## src/rtl/reg_arb_pkg.sv

```systemverilog
`default_nettype none
// ============================================================================
// Module      : reg_arb_pkg
// Description : Shared types and helpers for the register-bus arbiter.
//               Provides the arbiter state encoding and a width helper used
//               for owner/pointer and timeout-counter sizing.
// Revision    : 1.0  initial release
// ============================================================================
package reg_arb_pkg;

    typedef enum logic [2:0] {
        IDLE  = 3'd0,
        ISSUE = 3'd1,
        RCAP  = 3'd2,
        DONE  = 3'd3,
        ERR   = 3'd4
    } arb_state_e;

    // Bits needed to hold values 0..n-1. Never returns less than 1 so that a
    // single requester or a zero timeout still yields a legal vector width.
    function automatic int clog2(input int n);
        int w;
        w = 1;
        while ((1 << w) < n) begin
            w++;
        end
        return w;
    endfunction

endpackage
`default_nettype wire

```

## src/rtl/reg_arb_rr_pick.sv

```systemverilog
`default_nettype none
// ============================================================================
// Module      : reg_arb_rr_pick
// Description : Combinational rotate-priority picker. Returns the first set
//               request bit at or after ptr, wrapping past NUM_REQ-1 to 0.
// Ports       : req   in  NUM_REQ   request vector
//               ptr   in  IDX_W     starting index (highest priority)
//               valid out 1         at least one request is set
//               idx   out IDX_W     index of the winning request
// Revision    : 1.0  initial release
// ============================================================================
module reg_arb_rr_pick #(
    parameter int NUM_REQ = 4,
    parameter int IDX_W   = 2
) (
    input  logic [NUM_REQ-1:0] req,
    input  logic [IDX_W-1:0]   ptr,
    output logic               valid,
    output logic [IDX_W-1:0]   idx
);

    // One extra bit so ptr + k cannot overflow before the wrap subtraction.
    logic [IDX_W:0] s;

    always_comb begin
        valid = 1'b0;
        idx   = '0;
        s     = '0;
        // Scan from the lowest priority down so the highest-priority hit is
        // the last one written and therefore wins.
        for (int k = NUM_REQ - 1; k >= 0; k--) begin
            s = {1'b0, ptr} + (IDX_W + 1)'(k);
            if (s >= (IDX_W + 1)'(NUM_REQ)) begin
                s = s - (IDX_W + 1)'(NUM_REQ);
            end
            if (req[s[IDX_W-1:0]]) begin
                valid = 1'b1;
                idx   = s[IDX_W-1:0];
            end
        end
    end

endmodule
`default_nettype wire

```

## src/rtl/reg_bus_arbiter.sv

```systemverilog
`default_nettype none
// ============================================================================
// Module      : reg_bus_arbiter
// Description : Shares one register-bank slave port between NUM_REQ masters
//               with round-robin arbitration, one transaction in flight,
//               per-master ack/err completion and a per-access ready timeout.
// Ports       : clk, rstn              clock / async active-low reset
//               req, req_wr            per-master request and direction
//               req_addr, req_wdata    packed per-master address / write data
//               ack, err               1-cycle completion pulses to the owner
//               rdata                  read data, valid with a read ack
//               busy                   transaction in flight
//               m_sel, m_wr, m_addr,
//               m_wdata                slave request side
//               m_rdata, m_ready       slave response side
// Revision    : 1.0  initial release
// ============================================================================
module reg_bus_arbiter
    import reg_arb_pkg::*;
#(
    parameter int NUM_REQ    = 4,
    parameter int ADDR_WIDTH = 8,
    parameter int DATA_WIDTH = 16,
    parameter int TIMEOUT    = 15
) (
    input  logic                           clk,
    input  logic                           rstn,
    input  logic [NUM_REQ-1:0]             req,
    input  logic [NUM_REQ-1:0]             req_wr,
    input  logic [NUM_REQ*ADDR_WIDTH-1:0]  req_addr,
    input  logic [NUM_REQ*DATA_WIDTH-1:0]  req_wdata,
    output logic [NUM_REQ-1:0]             ack,
    output logic [NUM_REQ-1:0]             err,
    output logic [DATA_WIDTH-1:0]          rdata,
    output logic                           busy,
    output logic                           m_sel,
    output logic                           m_wr,
    output logic [ADDR_WIDTH-1:0]          m_addr,
    output logic [DATA_WIDTH-1:0]          m_wdata,
    input  logic [DATA_WIDTH-1:0]          m_rdata,
    input  logic                           m_ready
);

    localparam int               c_IDX_W = clog2(NUM_REQ);
    localparam int               c_CNT_W = clog2(TIMEOUT + 1);
    localparam logic [c_IDX_W-1:0] c_LAST = c_IDX_W'(NUM_REQ - 1);
    localparam logic [c_CNT_W-1:0] c_TMAX = c_CNT_W'(TIMEOUT);

    arb_state_e              state_q, state_d;
    logic [c_IDX_W-1:0]      owner_q, owner_d;
    logic [c_IDX_W-1:0]      ptr_q, ptr_d;
    logic [c_CNT_W-1:0]      cnt_q, cnt_d;
    logic                    wr_q, wr_d;
    logic [ADDR_WIDTH-1:0]   addr_q, addr_d;
    logic [DATA_WIDTH-1:0]   wdata_q, wdata_d;

    logic [NUM_REQ-1:0]      ack_q, ack_d;
    logic [NUM_REQ-1:0]      err_q, err_d;
    logic [DATA_WIDTH-1:0]   rdata_q, rdata_d;
    logic                    busy_q, busy_d;
    logic                    m_sel_q, m_sel_d;
    logic                    m_wr_q, m_wr_d;
    logic [ADDR_WIDTH-1:0]   m_addr_q, m_addr_d;
    logic [DATA_WIDTH-1:0]   m_wdata_q, m_wdata_d;

    logic                    pick_valid;
    logic [c_IDX_W-1:0]      pick_idx;

    reg_arb_rr_pick #(
        .NUM_REQ (NUM_REQ),
        .IDX_W   (c_IDX_W)
    ) u_pick (
        .req   (req),
        .ptr   (ptr_q),
        .valid (pick_valid),
        .idx   (pick_idx)
    );

    always_comb begin
        state_d = state_q;
        owner_d = owner_q;
        ptr_d   = ptr_q;
        cnt_d   = cnt_q;
        wr_d    = wr_q;
        addr_d  = addr_q;
        wdata_d = wdata_q;
        rdata_d = '0;

        case (state_q)
            IDLE: begin
                if (pick_valid) begin
                    owner_d = pick_idx;
                    wr_d    = req_wr[pick_idx];
                    addr_d  = req_addr[pick_idx*ADDR_WIDTH +: ADDR_WIDTH];
                    wdata_d = req_wdata[pick_idx*DATA_WIDTH +: DATA_WIDTH];
                    cnt_d   = '0;
                    state_d = ISSUE;
                end
            end
            ISSUE: begin
                // Acceptance wins over timeout on the same edge.
                if (m_ready) begin
                    state_d = wr_q ? DONE : RCAP;
                end else if ((TIMEOUT != 0) && (cnt_q == c_TMAX)) begin
                    state_d = ERR;
                end else if (cnt_q != c_TMAX) begin
                    cnt_d = cnt_q + 1'b1;
                end
            end
            RCAP: begin
                rdata_d = m_rdata;
                state_d = DONE;
            end
            DONE, ERR: begin
                ptr_d   = (owner_q == c_LAST) ? '0 : owner_q + 1'b1;
                state_d = IDLE;
            end
            default: begin
                state_d = IDLE;
            end
        endcase

        // Outputs are registered, so they are decoded from the next state.
        ack_d = '0;
        err_d = '0;
        if (state_d == DONE) begin
            ack_d[owner_q] = 1'b1;
        end
        if (state_d == ERR) begin
            err_d[owner_q] = 1'b1;
        end
        busy_d    = (state_d != IDLE);
        m_sel_d   = (state_d == ISSUE);
        m_wr_d    = m_sel_d & wr_d;
        m_addr_d  = m_sel_d ? addr_d  : '0;
        m_wdata_d = m_sel_d ? wdata_d : '0;
    end

    always_ff @(posedge clk or negedge rstn) begin
        if (!rstn) begin
            state_q   <= IDLE;
            owner_q   <= '0;
            ptr_q     <= '0;
            cnt_q     <= '0;
            wr_q      <= 1'b0;
            addr_q    <= '0;
            wdata_q   <= '0;
            ack_q     <= '0;
            err_q     <= '0;
            rdata_q   <= '0;
            busy_q    <= 1'b0;
            m_sel_q   <= 1'b0;
            m_wr_q    <= 1'b0;
            m_addr_q  <= '0;
            m_wdata_q <= '0;
        end else begin
            state_q   <= state_d;
            owner_q   <= owner_d;
            ptr_q     <= ptr_d;
            cnt_q     <= cnt_d;
            wr_q      <= wr_d;
            addr_q    <= addr_d;
            wdata_q   <= wdata_d;
            ack_q     <= ack_d;
            err_q     <= err_d;
            rdata_q   <= rdata_d;
            busy_q    <= busy_d;
            m_sel_q   <= m_sel_d;
            m_wr_q    <= m_wr_d;
            m_addr_q  <= m_addr_d;
            m_wdata_q <= m_wdata_d;
        end
    end

    assign ack     = ack_q;
    assign err     = err_q;
    assign rdata   = rdata_q;
    assign busy    = busy_q;
    assign m_sel   = m_sel_q;
    assign m_wr    = m_wr_q;
    assign m_addr  = m_addr_q;
    assign m_wdata = m_wdata_q;

endmodule
`default_nettype wire

```

## config.mk

```make
export PLATFORM = sky130hd
export DESIGN_NAME = reg_bus_arbiter
export DESIGN_NICKNAME = d
export VERILOG_FILES = /design/src/rtl/reg_arb_pkg.sv /design/src/rtl/reg_arb_rr_pick.sv /design/src/rtl/reg_bus_arbiter.sv
export SDC_FILE = /design/constraint.sdc
export NUM_CORES = 1
export LEC_CHECK = 0
export ABC_AREA = 0
export CAP_MARGIN = 5
export CELL_PAD_IN_SITES_DETAIL_PLACEMENT = 1
export CELL_PAD_IN_SITES_GLOBAL_PLACEMENT = 2
export CORE_MARGIN = 3
export CORE_UTILIZATION = 27
export CTS_CLUSTER_DIAMETER = 150
export DETAILED_ROUTE_END_ITERATION = 8
export PLACE_DENSITY = 0.9
export RECOVER_POWER = 50
export SETUP_SLACK_MARGIN = 0.15
export SYNTH_ARGS = -nofsm -noshare
export SYNTH_HDL_FRONTEND = slang
export SYNTH_SLANG_ARGS = --single-unit
```

## constraint.sdc

```tcl
create_clock -name clk -period 3.7 [get_ports clk]
set_input_delay 0.74 -clock clk [delete_from_list [all_inputs] [get_ports clk]]
set_output_delay 0.74 -clock clk [all_outputs]
set_load 0.05 [all_outputs]
```

==> summary.txt <==
Logic synthesis
  – Post-synth net total: 510
  – YS warnings: 0
  – Ys flop type: dfrtp_1
  – Synthesized area: 4120 um^2
  – Synth Register Bits: 87
  – Post-synth EDFFs: 0
  – Mapped Cells: 382
  – Post-synth cell types: 41
  – Syn avg cell area: 10.8 um^2
  – Fraction of registers with async set/reset: 1.00
  – Register area share after synthesis: 0.529

Floorplan
  – Area of the core: 14700 um^2
  – Starting Density: 0.280
  – FP Rows: 44
  – Die area: 16800 um^2
  – DIE HEIGHT: 129 um
  – Die W: 129 um
  – I/O pin total: 174

Clock tree
  – Clk buf depth: 2
  – Num CTS Buffers: 9
  – CTS tree: done
  – Post-CTS Hold Fix Bufs: 0
  – Root Driver: clkbuf_16
  – Post-CTS Setup Bufs: 0
  – Clk sinks: 87
  – Post-cts repair resize count: 0
  – CTS HTree Levels: 3
  – Clock Pin Slew Worst Setup and Hold Paths: 0.06 ns
  – Worst skew pair latency: 0.33 ns

Power and ir drop
  – Total power: 4.79 mW
  – Switch share: 0.441
  – Switch Pwr: 2.11 mW
  – LEAKAGE: 2.62 nW
  – Logic gate share of total power: 0.511
  – PwrDens: 762 nW/um^2
  – Clk pwr share: 0.178
  – Peak VDD IR: 0.000302 V
  – Pint: 2.67 mW
  – Reg power frac: 0.311

Cells and area
  – Nets: 673
  – Finished Cell Area: 6280 um^2
  – FILL cells: 1638
  – Most frequent cells in the layout: 171 x clkdlybuf4s50_1, 87 x dfrtp_1, 50 x and3_1
  – Antenna Cells: 0
  – Ratio of cells with drive above 1 in the final layout: 0.0982
  – P&R area growth vs syn: 52.6%
  – Most common cell after layout, fill and taps aside: clkdlybuf4s50_1
  – Finished Layout Cells: 734

Worst setup path
  – Crit path kind: in2reg
  – Kind of cell adding the most delay to the critical path: simple AND/OR/NAND/NOR gates
  – Largest fanout on the critical path: 15
  – WP data arrival: 2.94 ns
  – Worst stage delay on the critical path: 0.57 ns
  – Worst Setup Start Kind: input port
  – Crit. End Element: register
  – R2R Setup Slk: 1.40 ns
  – Crit-path most repeated cell: buf_4
  – Worst path cell trace: clkdlybuf4s50_1 -> nor4_2 -> nor4_4 -> buf_4 -> nor2_2 -> buf_4 -> nor4_1
  – Critical Path RT: 3.90 ns
  – Critical path's slowest cell: nor2_2
  – CP bufs+invs: 3

Timing
  – Highest Clock Rate: 0.364 GHz
  – Final-report setup violation count: 0
  – Setup Skew: 0.00768 ns
  – Slew Viols, Final: 42
  – Crit path time final: 2.75 ns
  – Hold Fails Final Rpt: 0
  – Setup TNS: 0 ns
  – Measured slew at the worst slew-check pin: 2.15 ns
  – RSZ-0062 raised after global routing: no
  – WHS: 0.539 ns
  – Normalized max-slew margin: -0.434
  – Fin crit share: 0.743

Global route
  – Total track usage: 0.160
  – Grt ovf: 0
  – Initial antenna violation count: 0
  – Largest net degree at the start of global routing: 52
  – First-pass GRT wire length: 21.0 mm
  – Number of global-route vias before repair: 4155

Placed design
  – Dpl cell area: 6020 um^2
  – Placed insts: 718
  – GPL Wtd Cong: 0.742
  – HPWL Detailed: 9.80 mm
  – Port buffer count: 173

Route
  – Vias post-DR: 3716
  – ANT nets after route: 0
  – DRT Pass-1 Iters: 4
  – Post-Route WL: 13.3 mm
  – Vias per cell: 5.06
  – Wirelength per Cell: 18.1 um
  – 1st-iter DRT viols: 87
  – Drt drc: 0

Min path
  – Worst min path class: reg2reg

Status
  – Failing checks: capacitance limit, slew limit
  – Status: finished with violations

Run
  – Max-cap violations: 1
cells by family after synthesis:
kind of cell / share of synthesized area
and+or+nand+nor: 0.259
xor gates and xnor gates: 0.00213
DFF: 0.529
adders and majority gates: 0.0152
muxes: 0.00243
buffers and inverters: 0.0425
AOI/OAI and AO/OA: 0.150
final timing paths:
| check | from | to | depth (start not counted) |
|---|---|---|---|
| worst max-delay path | req[1] | m_addr[0] | 7 |
| worst min-delay path | cnt_q[1] | cnt_q[1] | 1 |
| worst max register to register | ptr_q[1] | m_addr[3] | 6 |
| worst min register to register | cnt_q[1] | cnt_q[1] | 1 |
| max in group asynchronous | rstn | wdata_q[9] | 2 |
| min in group asynchronous | rstn | rdata[4] | 1 |
synthesized netlist by cell type, types with 2 or more instances:
cell type	count	area share
dfrtp_1	87	0.53
nor4_1	25	0.038
nor3_1	26	0.032
a21oi_1	4	0.0049
nand3_1	2	0.0024
nand2b_1	2	0.0030
and2_1	25	0.038
nor2_1	31	0.028
o21ai_1	4	0.0049
clkbuf_1	14	0.013
buf_6	2	0.0055
a211oi_2	20	0.061
nand3b_1	2	0.0036
inv_1	3	0.0027
a211oi_1	30	0.055
a22oi_1	2	0.0036
or3_1	2	0.0030
nand2_1	7	0.0064
ha_1	5	0.015
buf_2	14	0.017
a22o_1	5	0.011
and3_1	50	0.076
buf_4	2	0.0036
cell type report:
| cell class | instances | area, um^2 | share of cell area |
|---|---|---|---|
| flip-flops and latches | 87 | 2180 | 0.346 |
| repair buffers | 184 | 1800 | 0.287 |
| multi-input cells | 259 | 1780 | 0.282 |
| clock buffers | 11 | 243 | 0.0386 |
| well taps | 184 | 230 | 0.0366 |
| clock inverters | 5 | 41.3 | 0.00657 |
| inverters | 4 | 15.0 | 0.00239 |
power by group through the flow:
stage	combinational (mW)	clock [mW]	sequential, mW
after detailed placement	2.47	0	1.51
after global routing	2.66	0.920	1.53
after CTS	2.48	0.879	1.49
final	2.45	0.854	1.49
after global placement	2.39	0	1.50
after floorplan	1.15	0	1.99
sequential cells by signal (all words and copies together), names as in the netlist:
register / count
m_wr: 1
m_sel: 1
busy: 1
cnt_q: 4
m_addr: 8
owner_q: 2
state_q: 3
m_wdata: 16
wr_q: 1
addr_q: 8
ptr_q: 2
err: 4
ack: 4
wdata_q: 16
rdata: 16
stage by stage:
stage | utilization | setup WS, ns
after floorplan | - | 1.68
after global placement | 0.409 | 0.585
after detailed placement | 0.409 | 0.581
after CTS | 0.429 | 0.934
after global routing | 0.428 | 0.607
final | 0.428 | 0.953
routing by layer:
| metal | vias to the layer above | track usage | share of wire |
|---|---|---|---|
| met2 | 119 | 0.288 | 0.51 |
| met5 | - | 0 | 0 |
| met3 | 15 | 0.0441 | 0.064 |
| li1 | 1731 | - | - |
| met4 | 0 | 0.0416 | 0.013 |
| met1 | 1851 | 0.188 | 0.41 |
(Power assumes the default switching activity.)
